### src/rtl/spu_uart_rx.sv
// spu_uart_rx: 8N1 UART receiver with 16x oversampling.
// A 2-flop synchronizer feeds a tick-driven deframing FSM that takes a 2-of-3
// majority vote at sample counts 7/8/9 of every bit. Completed bytes are handed
// to a one-entry valid/ready holding register that reports framing errors and
// latches a sticky overrun flag when a byte arrives while the register is full.
module spu_uart_rx #(
  parameter int DIVISOR    = 54,
  parameter int OVERSAMPLE = 16
) (
  input  logic       clk,
  input  logic       rst,
  input  logic       rxd,
  output logic [7:0] rx_data,
  output logic       rx_valid,
  input  logic       rx_ready,
  output logic       rx_ferr,
  output logic       rx_overrun,
  input  logic       ovr_clr,
  output logic       rx_busy
);

  localparam int         DIV_W    = (DIVISOR > 2) ? $clog2(DIVISOR) : 1;
  localparam logic [3:0] LAST_CNT = 4'(OVERSAMPLE - 1);

  typedef enum logic [2:0] {
    S_IDLE,
    S_START,
    S_DATA,
    S_STOP,
    S_BRK
  } state_t;

  state_t             state;
  logic               rxs_p0;
  logic               rxs;
  logic [DIV_W-1:0]   div_cnt;
  logic               tick;
  logic [3:0]         samp_cnt;
  logic [2:0]         bit_idx;
  logic [1:0]         samp_hist;
  logic [7:0]         shift;
  logic               vote;
  logic               vld_p1;
  logic               ferr_p1;
  logic               load;
  logic               drop;

  // 2-of-3 majority of the samples taken at counts 7, 8 and 9
  function automatic logic maj3(input logic a, input logic b, input logic c);
    return (a & b) | (a & c) | (b & c);
  endfunction

  assign tick    = (div_cnt == DIV_W'(DIVISOR - 1));
  assign vote    = maj3(samp_hist[1], samp_hist[0], rxs);
  assign rx_busy = (state != S_IDLE);
  assign load    = vld_p1 & (~rx_valid | rx_ready);
  assign drop    = vld_p1 & rx_valid & ~rx_ready;

  // Synchronize the asynchronous serial input; idle level is high
  always_ff @(posedge clk or negedge rst) begin
    if (!rst) begin
      rxs_p0 <= 1'b1;
      rxs    <= 1'b1;
    end else begin
      rxs_p0 <= rxd;
      rxs    <= rxs_p0;
    end
  end

  // Free-running oversample tick divider
  always_ff @(posedge clk or negedge rst) begin
    if (!rst) begin
      div_cnt <= '0;
    end else if (tick) begin
      div_cnt <= '0;
    end else begin
      div_cnt <= div_cnt + DIV_W'(1);
    end
  end

  // Deframing FSM; every state change happens on a tick
  always_ff @(posedge clk or negedge rst) begin
    if (!rst) begin
      state    <= S_IDLE;
      samp_cnt <= 4'd0;
      bit_idx  <= 3'd0;
      vld_p1   <= 1'b0;
      ferr_p1  <= 1'b0;
    end else begin
      vld_p1 <= 1'b0;
      if (tick) begin
        case (state)
          S_IDLE: begin
            if (!rxs) begin
              state    <= S_START;
              samp_cnt <= 4'd0;
            end
          end
          S_START: begin
            samp_cnt <= samp_cnt + 4'd1;
            if (samp_cnt == 4'd9 && vote) begin
              state <= S_IDLE;
            end else if (samp_cnt == LAST_CNT) begin
              state   <= S_DATA;
              bit_idx <= 3'd0;
            end
          end
          S_DATA: begin
            samp_cnt <= samp_cnt + 4'd1;
            if (samp_cnt == LAST_CNT) begin
              if (bit_idx == 3'd7) begin
                state <= S_STOP;
              end else begin
                bit_idx <= bit_idx + 3'd1;
              end
            end
          end
          S_STOP: begin
            samp_cnt <= samp_cnt + 4'd1;
            if (samp_cnt == 4'd9) begin
              vld_p1  <= 1'b1;
              ferr_p1 <= ~vote;
              state   <= vote ? S_IDLE : S_BRK;
            end
          end
          S_BRK: begin
            if (rxs) begin
              state <= S_IDLE;
            end
          end
          default: state <= S_IDLE;
        endcase
      end
    end
  end

  // Sample history and LSB-first data shift register
  always_ff @(posedge clk) begin
    if (tick && state != S_IDLE && state != S_BRK) begin
      if (samp_cnt == 4'd7) samp_hist[1] <= rxs;
      if (samp_cnt == 4'd8) samp_hist[0] <= rxs;
      if (state == S_DATA && samp_cnt == 4'd9) shift <= {vote, shift[7:1]};
    end
  end

  // One-entry holding register with valid/ready handshake and sticky overrun
  always_ff @(posedge clk or negedge rst) begin
    if (!rst) begin
      rx_data    <= 8'h00;
      rx_valid   <= 1'b0;
      rx_ferr    <= 1'b0;
      rx_overrun <= 1'b0;
    end else begin
      if (load) begin
        rx_data  <= shift;
        rx_ferr  <= ferr_p1;
        rx_valid <= 1'b1;
      end else if (rx_valid && rx_ready) begin
        rx_valid <= 1'b0;
      end
      if (drop) begin
        rx_overrun <= 1'b1;
      end else if (ovr_clr) begin
        rx_overrun <= 1'b0;
      end
    end
  end

endmodule

### config.mk
export PLATFORM = sky130hd
export DESIGN_NAME = spu_uart_rx
export DESIGN_NICKNAME = d
export VERILOG_FILES = /design/src/rtl/spu_uart_rx.sv
export SDC_FILE = /design/constraint.sdc
export NUM_CORES = 1
export LEC_CHECK = 0
export ABC_AREA = 1
export ABC_CLOCK_PERIOD_IN_PS = 3570
export BUFFER_PORTS_ARGS = -buffer_cell sky130_fd_sc_hd__buf_2
export CORE_ASPECT_RATIO = 0.9
export CORE_MARGIN = 2
export CORE_UTILIZATION = 40
export DETAILED_ROUTE_END_ITERATION = 16
export GPL_TIMING_DRIVEN = 0
export PLACE_DENSITY = 0.68
export SYNTH_ARGS = -nofsm -noshare
export SYNTH_HDL_FRONTEND = slang
export SYNTH_SLANG_ARGS = --single-unit
### constraint.sdc
create_clock -name clk -period 3.57 [get_ports clk]
set_clock_uncertainty 0.1 [all_clocks]
set_input_delay 0.1785 -clock clk [delete_from_list [all_inputs] [get_ports clk]]
set_output_delay 0.1785 -clock clk [all_outputs]
set_load 0.01 [all_outputs]
Yosys cells after proc, flatten, opt, wreduce, memory -nomap -nowiden
Cells that the tools add are included.
{ "word_totals": {"ff_bits": 41} }
{ "op_classes": {"n_addsub": 3, "eq_ne": 20, "muxes": 24, "bitwise": 12, "n_reduce_logical": 19} }
{ "ops": {"columns": ["cell", "n"], "rows": [
  ["$mux 3", 12],
  ["$ne 2x2->1 const B", 8],
  ["$pmux 3 s5", 1],
  ["$eq 4x4->1 const B", 3],
  ["$pmux 4 s2", 1],
  ["$reduce_bool 2->1", 4],
  ["$mux 1", 7],
  ["$reduce_and 7->1", 1],
  ["$add 6x1->6 const B", 1],
  ["$and 1x1->1", 6],
  ["$eq 3x2->1 const B", 2],
  ["$eq 3x3->1 const B", 2],
  ["$eq 6x6->1 const B", 1],
  ["$mux 6", 1],
  ["$ne 3x3->1 const B", 2],
  ["$pmux 3 s2", 1],
  ["$reduce_and 2->1", 3],
  ["$reduce_and 3->1", 2],
  ["$reduce_and 6->1", 1],
  ["$logic_and 1x1->1", 5],
  ["$add 4x1->4 const B", 1],
  ["$eq 4x3->1 const B", 1],
  ["$mux 4", 1],
  ["$add 3x1->3 const B", 1],
  ["6 further kinds", 10]
]} }

Logic depth before layout (Yosys ltp)
Gate-level depths: netlist of run 1.
{ "logic_depth": {"word_depth": 6, "mapped_depth": 10} }

Worst setup path before layout of run 1
No wires, ideal clock.
{ "synth_timing": {"path_kind": "reg2reg", "startpoint": "register div_cnt[1]", "endpoint": "register shift[0], enable pin", "setup_time_ps": 370, "arrival_time_ps": 1285, "path_slack_ps": 1814, "stages_incl_launch_ff": 7, "n_path_buf": 0, "period_less_slack_ps": 1756, "path_cell_list": "dfrtp_1 > inv_1 > ha_1 > nand2_1 > nor2_4 > nand2_1 > nor2_1"} }
{ "synth_via": {"elab_chain_cells": 4} }
{ "synth_rtl": {"columns": ["element", "line", "rtl"], "rows": [
  ["start, declared", "36", "logic [DIV_W-1:0] div_cnt;"],
  ["start signal, assigned", "77", "div_cnt <= div_cnt + DIV_W'(1);"],
  ["$eq 6x6->1", "53", "assign tick = (div_cnt == DIV_W'(DIVISOR - 1));"],
  ["$logic_and 1x1->1 (2 in a row)", "139", "if (tick && state != S_IDLE && state != S_BRK) begin"],
  ["$reduce_and 2->1 (no line)", null, null],
  ["end signal, assigned", "142", "if (state == S_DATA && samp_cnt == 4'd9) shift <= {vote, shift[7:1]};"],
  ["end, declared", "41", "logic [7:0] shift;"]
]} }
Every way passes these cells.
A chain may end at the register's enable or synchronous reset.

Worst setup path after layout of run 1
{ "layout_timing": {"startpoint": "register div_cnt[1]", "endpoint": "register shift[5], enable pin"} }
The elaborated chain is that of the path after synthesis.

==> summary.md, run 1 <==
| Metric | Value |
|---|---|
| Initial DRC Count | 69 |
| Seq cells post-synth | 41 |
| Mean post-synth cell area | 9.95 sq um |
| IO Count | 17 |
| Fin cells | 274 |
| Fin. Hold Viols | 0 |
| Top cells by count, synth | nand2_1 (42), dfrtp_1 (29), nand3_1 (21) |
| Design Power | 871 uW |
| Status | finished clean |
| Wirelength, routed | 2990 um |
| # diodes | 0 |
| Die width | 75.5 um |
| Worst reg2reg path endpoint | shift[5] |
| CP Class | reg2reg |
| Simple-gate portion of the synthesized area | 21.4% |
| CTS Buffer Depth | 2 |
| CP max FO | 8 |
| CP arrival | 1860 ps |
| Number of buffers created by CTS | 5 |
| Initial core utilization | 41.5% |
| Port bufs | 16 |
| R2R cell count | 6 |
| Main area contributors after synthesis | dfrtp_1 (39%), edfxtp_1 (16%), nand2_1 (8.6%) |
| Worst Tran Pin Value | 685 ps |
| Post-synthesis adder-cell area fraction | 4.76% |
| Largest net degree at the start of global routing | 32 |
| Core ar. | 0.00443 sq mm |
| Row Count | 23 |
| Worst min path class | in2reg |
| Via Count | 1250 |
| Peak supply drop | 0.000269 V |
| Xor-xnor portion of the synthesized cell area | 1.43% |
| CP startpoint | div_cnt[1] |
| Leak pwr | 1.03 nW |
| Largest family of logic cells by synthesized area | simple AND/OR/NAND/NOR gates |
| First-pass GRT wire length | 5160 um |
| Yosys cell types | 24 |
| RSZ-0062 raised after global routing | false |
| Clk_lat worst skew | 290 ps |
| GR Util All Layers | 13.4% |
| Setup TNS | 0 ps |
| Endpoints failing setup | 0 |
| Postcts setup bufs | 0 |
| Nets | 223 |
| R2R Setup Slk | 1550 ps |
| Yosys top cell by area | dfrtp_1 |
| Top-count cell post-synth | nand2_1 |
| Hold-fix buffers, CTS | 3 |
| Number of cells produced by synthesis | 185 |
| Layout filler cell count | 431 |
| GRT Residual Overflow | 0 |
| Die area | 0.00516 sq mm |
| Max cap viols | 0 |
| Syn_nets | 197 |
| Final Cycle Share | 56.7% |
| Design area | 0.00214 sq mm |
| H-tree lvl count | 2 |
| Placed Cells incl. Taps | 263 |
| Part of the Yosys area used for sequential elements | 58.6% |
| Dpl cell area | 0.00200 sq mm |
| Mapped Area | 0.00184 sq mm |
| Pre-antenna DRT Iters | 4 |
| Reg area | 0.00108 sq mm |
| WL per Instance | 10.9 um |
| Sink Count | 41 |
| PD cells | 406 mW/mm^2 |
| DP HPWL | 2080 um |
| Gp weighted congestion | 0.769 |
| Critical Path RT | 3400 ps |
| Root Driver | clkbuf_8 |
| Detail Route Antenna Nets | 0 |
| Post-synth ARST share | 75.6% |
| Vias in the first global route | 1175 |
| Number of flops mapped to enable cells by yosys | 10 |
| Antenna violations before repair | 0 |
| Slew headroom | 54.3% |
| Proportion of synthesized area in mux cells | 4.89% |
| Worst setup SP type | flop |
| Worst-path clk slew | 80 ps |
| Tmin final | 2020 ps |
| Via/cell ratio | 4.56 |
| Residual DRC count | 0 |
| Compound-gate portion of the synthesized area | 4.42% |
| R2r startpoint | div_cnt[1] |
| Die H | 68.4 um |
| Final Max Slew Viols | 0 |
| Share of cells above drive strength 1 | 19.8% |
| Post-cts gate resize count | 0 |
| Fmax | 0.494 GHz |
| Area growth syn-to-layout | 16.5% |
| Synth Flop Type | dfrtp_1 |
| Crit path to | shift[5] |
| Synth warn | 0 |
| Share of Yosys cell area claimed by the top area cell type | 39.4% |
| Crit end category | flop |
| CTS tree | yes |
| Multi-input gate area | 679 sq um |
[how the worst min path moves through the flow]
stage             start         end  cells past startpoint
2_1_floorplan       rst  bit_idx[0]                      0
3_3_place_gp        rst  div_cnt[2]                      1
3_5_place_dp        rst  div_cnt[2]                      1
4_1_cts        rx_ready    rx_valid                      4
5_1_grt        rx_ready    rx_valid                      4
6_report       rx_ready    rx_valid                      4
[per-layer routing]
layer	global-route usage [%]	up-vias	share of wire (%)
li1	-	657	-
met1	18.1	564	52
met2	20.4	24	43
met3	3.98	5	4.1
met4	4.61	0	1.0
met5	0	-	0
[cell families after synthesis]
family,Yosys count
and+or+nand+nor,88
DFF,41
buffers and inverters,22
AOI/OAI and AO/OA,16
muxes,8
adders and majority gates,7
xor gates and xnor gates,3
[where the power goes]
group          leakage (nW)  switching (mW)  internal, mW
Clock                0.0543           0.167         0.209
Sequential            0.502         0.00111         0.480
Combinational         0.472         0.00892       0.00446
[sequential cells by signal, summed over array words and instances, names as in the netlist, 2 cells and up]
register,flops
rx_data,8
shift,8
state,3
samp_hist,2
div_cnt,6
bit_idx,3
samp_cnt,4
[cells in the final DEF (no fill, tap or decap), types with 2 or more instances in the layout]
cell           instances
ha_1                   7
dfstp_2                2
o21ai_1                3
o21ai_0                8
nand4_1                2
dlygate4sd3_1          3
mux2_2                 8
xnor2_1                2
a21oi_1                4
nor2_1                15
clkbuf_8               5
inv_1                 19
edfxtp_1              10
nor2_2                 2
nand3_1               21
inv_2                  3
buf_2                 16
dfrtp_1               29
nand2_1               42
[cell type report]
class,count,area share [%]
Multi-Input combinational cell,122,31.7
Timing Repair Buffer,19,5.14
Sequential cell,41,50.3
Clock inverter,3,2.16
Tap cell,62,3.62
Clock buffer,5,3.21
Inverter,22,3.85
[stage by stage]
step                      hold WS (ps)  worst slack (ps)  util [%]
after floorplan                   -217              1810         -
after global placement             166              1570      45.1
after detailed placement           170              1530      45.1
after CTS                         58.7              1530      48.4
after global routing              93.4              1370      48.4
final                             61.2              1550      48.4
[worst max-delay path: stages, from the launching register on]
cell	delay [ps]
dfrtp_1	410
inv_1	70
ha_1	140
nand2_1	100
nor2_4	230
nand2_1	120
nor2_1	510
Power figures use the tool's default switching activity.
==> run 2: changes to the inputs <==
- ABC_CLOCK_PERIOD_IN_PS: 3570 -> 1900
- clock period: 3.57 -> 1.9 ns (I/O delays scaled with it)
==> summary.md, run 2 (synthesis gave the netlist of run 1 again) <==
| Metric | Value |
|---|---|
| Commonest non-fill, non-tap cell in the layout | nand2_1 |
| GR Util All Layers | 13.5% |
| Peak supply drop | 0.000509 V |
| Residual DRC count | 0 |
| CTS tree | yes |
| # diodes | 0 |
| Worst min path class | reg2reg |
| Via Count | 1274 |
| Final Cycle Share | 91.5% |
| Area growth syn-to-layout | 17.9% |
| Initial core utilization | 41.5% |
| Slew headroom | 54.3% |
| Share of cells above drive strength 1 | 20.1% |
| DP HPWL | 2080 um |
| CP Class | reg2reg |
| Placed Cells incl. Taps | 263 |
| Status | finished clean |
| Vias in the first global route | 1193 |
| Initial DRC Count | 100 |
| Largest net degree at the start of global routing | 32 |
| Critical Path RT | 1780 ps |
| Final Max Slew Viols | 0 |
| H-tree lvl count | 2 |
| Design Power | 1.64 mW |
| Number of buffers created by CTS | 5 |
| R2r startpoint | div_cnt[1] |
| Gp weighted congestion | 0.769 |
| R2R Setup Slk | 160 ps |
| Pre-CTS setup slack | -141 ps |
| Detail Route Antenna Nets | 0 |
| Antenna violations before repair | 0 |
| Tmin final | 1740 ps |
| Setup TNS | 0 ps |
| Layout filler cell count | 433 |
| CP max FO | 8 |
| Leak pwr | 1.04 nW |
| Root Driver | clkbuf_8 |
| Grt met1 use | 18.0% |
| Most frequent cells in the layout | nand2_1 (42), dfrtp_1 (29), nand3_1 (21), inv_1 (19), buf_2 (16) |
| Nets | 225 |
| Endpoints failing setup | 0 |
| Row Count | 23 |
| Fin cells | 276 |
| Die area | 0.00516 sq mm |
| Port bufs | 16 |
| Clk_lat worst skew | 290 ps |
| Worst setup SP type | flop |
| Fin. Hold Viols | 0 |
| Max cap viols | 0 |
| Critical path, cell by cell | inv_1, ha_1, nand2_1, nor2_4, nand2_1, nor2_4 |
| Slowest Stage Delay on Critical Path | 420 ps |
| Met2 Use GR | 21.1% |
| GRT Residual Overflow | 0 |
| Worst reg2reg path endpoint | shift[1] |
| Worst-path clk slew | 80 ps |
| Wirelength, routed | 3060 um |
| Crit path to | shift[1] |
| GR peak layer | met2 |
| Reg area | 0.00108 sq mm |
| Pre-antenna DRT Iters | 4 |
| Final worst slack | 161 ps |
| Via/cell ratio | 4.62 |
| Design area | 0.00217 sq mm |
| Core ar. | 0.00443 sq mm |
| CTS Buffer Depth | 2 |
| Fmax | 0.575 GHz |
| CP arrival | 1620 ps |
| WL per Instance | 11.1 um |
| Dpl cell area | 0.00200 sq mm |
| Crit end category | flop |
| Global-route track usage on met3 | 3.98% |
| Multi-input gate area | 687 sq um |
| Slowest CP cell | dfrtp_1 |
| PD cells | 754 mW/mm^2 |
| Die width | 75.5 um |
| Die H | 68.4 um |
| RSZ-0062 raised after global routing | false |
| Worst Tran Pin Value | 686 ps |
| IO Count | 17 |
| Sink Count | 41 |
| First-pass GRT wire length | 5220 um |
| Biggest regs | rx_data (8), shift (8), div_cnt (6) |
| R2R cell count | 6 |
| CP startpoint | div_cnt[1] |
| Postcts setup bufs | 0 |
-- run 2: how the worst min path moves through the flow --
stage                 from          to  cells after the start
floorplan              rst  bit_idx[0]                      0
global placement       rst  div_cnt[2]                      1
detailed placement     rst  div_cnt[2]                      1
CTS                 rxs_p0         rxs                      0
global route        rxs_p0         rxs                      0
finish              rxs_p0         rxs                      0
-- run 2: worst max-delay path: cells and delay by family, from the launching register on --
kind                       cells  cell delay (ps)
and+or+nand+nor                4              720
adders and majority gates      1              140
buffers and inverters          1               70
DFF                            1              420
-- run 2: layout make-up --
class | instances | share of cell area (%)
Sequential cell | 41 | 49.7
Multi-Input combinational cell | 122 | 31.6
Timing Repair Buffer | 21 | 5.99
Inverter | 22 | 3.80
Tap cell | 62 | 3.57
Clock buffer | 5 | 3.17
Clock inverter | 3 | 2.13
-- run 2: routing by layer --
metal	vias up	wire (um)
li1	662	-
met1	583	1550
met2	24	1350
met3	5	137
met4	0	23
met5	-	0
-- run 2: through the flow --
step | hold WS (ps) | utilization [%]
final | 260 | 49.0
after global routing | 264 | 49.0
after CTS | 262 | 48.9
after detailed placement | 86.2 | 45.1
after global placement | 82.9 | 45.1
after floorplan | -301 | -
-- run 2: repair_timing --
item,CTS,global route
endpoints found under the setup margin,8,8
hold endpoints to repair,32,0
resized for setup,1,1
pin swaps,0,0
cloned,0,0
hold buffers,5,0
-- run 2: power breakdown --
part / switching, mW / internal (mW)
combinational: 0.0172 / 0.00973
sequential: 0.00207 / 0.902
clock: 0.312 / 0.393
==> run 3: changes to the inputs <==
- CELL_PAD_IN_SITES_DETAIL_PLACEMENT: default -> 2
- CELL_PAD_IN_SITES_GLOBAL_PLACEMENT: default -> 2
- CORE_UTILIZATION: 40 -> 37
- PLACE_DENSITY: 0.68 -> 0.88
==> summary.md, run 3 (synthesis gave the netlist of run 1 again) <==
| Metric | Value |
|---|---|
| Clk_lat worst skew | 300 ps |
| Detail Route Antenna Nets | 0 |
| Worst min path class | in2reg |
| Initial DRC Count | 37 |
| PD cells | 794 mW/mm^2 |
| Largest delay contributor family on the critical path | simple AND/OR/NAND/NOR gates |
| Wirelength, routed | 4450 um |
| CP Class | reg2reg |
| Pre-antenna DRT Iters | 4 |
| Port bufs | 16 |
| CTS Buffer Depth | 2 |
| Via/cell ratio | 4.97 |
| First-pass GRT wire length | 7590 um |
| Max cap viols | 0 |
| Sink Count | 41 |
| CP max FO | 8 |
| R2R cell count | 6 |
| Slowest CP cell | dfrtp_1 |
| Share of cells above drive strength 1 | 21.0% |
| Die width | 78.3 um |
| Leak pwr | 1.05 nW |
| H-tree lvl count | 2 |
| Via Count | 1387 |
| Worst-path clk slew | 90 ps |
| Final Cycle Share | 90.7% |
| DP HPWL | 3160 um |
| Biggest regs | rx_data (8), shift (8), div_cnt (6) |
| Row Count | 24 |
| Peak supply drop | 0.000339 V |
| Critical Path RT | 1780 ps |
| Slew headroom | 51.2% |
| Vias in the first global route | 1515 |
| CP arrival | 1610 ps |
| Hold depth | 4 |
| Residual DRC count | 0 |
| Initial core utilization | 38.3% |
| WL per Instance | 16.0 um |
| CTS tree | yes |
| # diodes | 0 |
| Endpoints failing setup | 0 |
| RSZ-0062 raised after global routing | false |
| Final worst slack | 177 ps |
| Crit end category | flop |
| Worst path bufs/invs | 1 |
| Pre-CTS setup slack | -208 ps |
| Core ar. | 0.00480 sq mm |
| Tmin final | 1720 ps |
| Fin. Hold Viols | 0 |
| Design area | 0.00219 sq mm |
| Largest net degree at the start of global routing | 32 |
| Nets | 225 |
| GRT Residual Overflow | 0 |
| Slowest Stage Delay on Critical Path | 420 ps |
| Worst setup SP type | flop |
| Critical path, cell by cell | inv_1, ha_1, nand2_1, nor2_4, nand2_1, nor2_4 |
| Antenna violations before repair | 0 |
| GR Util All Layers | 17.8% |
| Root Driver | clkbuf_8 |
| Die area | 0.00556 sq mm |
| Most frequent cells in the layout | nand2_1 (42), dfrtp_1 (29), nand3_1 (21), inv_1 (19), buf_2 (16) |
| IO Count | 17 |
| Critical path depth in cells | 6 |
| Layout filler cell count | 515 |
| Number of buffers created by CTS | 5 |
| Final Max Slew Viols | 0 |
| Gp weighted congestion | 0.729 |
| Fmax | 0.580 GHz |
| Die H | 70.9 um |
| Commonest non-fill, non-tap cell in the layout | nand2_1 |
| Dpl cell area | 0.00200 sq mm |
| Worst Tran Pin Value | 731 ps |
| Area growth syn-to-layout | 18.8% |
| Status | finished clean |
==> run 3: cell count changes in the layout (fill, tap and decap cells not counted), sizes merged <==
cell,change
clkinvlp,-1
clkinv,-1
clkbuf,+1
dlygate4sd3,-2
inv,+1
buf,+2
==> run 3: path summary, 6_finish.rpt <==
| check | to | slack, ps | from |
|---|---|---|---|
| max | shift[7] | 180 | div_cnt[1] |
| min | rx_valid | 10 | rx_ready |
| max reg2reg | shift[7] | 180 | div_cnt[1] |
| min reg2reg | rxs | 260 | rxs_p0 |
| max in group asynchronous | samp_cnt[0] | 950 | rst |
| min in group asynchronous | rx_overrun | 280 | rst |
==> run 3: final cells by class <==
class / instances / area, sq um / area share, %
sequential: 41 / 1080 / 49.3
multi-input combinational: 122 / 687 / 31.4
timing repair buffer: 21 / 125 / 5.72
clock buffer: 6 / 93.8 / 4.29
inverter: 22 / 82.6 / 3.78
tap: 65 / 81.3 / 3.72
clock inverter: 2 / 38.8 / 1.77
==> run 3: metrics by stage <==
step / instances / util, % / setup TNS, ps / total power, mW / hold slack (ps)
after floorplan: 185 / - / 0 / 0.926 / -301
after global placement: 266 / 41.7 / -1090 / 0.945 / 87.8
after detailed placement: 266 / 41.7 / -1660 / 0.947 / 102
after CTS: 277 / 45.2 / 0 / 1.76 / 4.82
after global routing: 279 / 45.5 / 0 / 1.78 / 60.5
final: 279 / 45.5 / 0 / 1.74 / 11.4
==> run 3: power by group <==
group	switching [mW]	leakage [nW]	internal, mW	total (mW)
clock network	0.329	0.0669	0.476	0.805
registers	0.00241	0.502	0.903	0.905
logic	0.0185	0.482	0.00839	0.0269
total	0.350	1.05	1.39	1.74
==> run 3: worst reg2reg max path: stages (launching register included) <==
cell and delay, ps:
dfrtp_1 420, inv_1 70, ha_1 140, nand2_1 110, nor2_4 180, nand2_1 150, nor2_4 260
==> run 3: repair_timing <==
item,CTS,global route
pin swaps,0,2
setup endpoints to repair,8,8
resized for setup,2,0
hold buffers,3,0
buffers inserted,0,2
hold endpoints to repair,31,0
==> run 3: per-layer routing <==
layer / share of wire (%) / GRT usage, % / vias to the layer above
met4: 0.88 / 4.09 / 0
met2: 51 / 31.8 / 27
met1: 45 / 22.4 / 691
li1: - / - / 663
met5: 0 / 0 / -
met3: 2.9 / 3.44 / 6
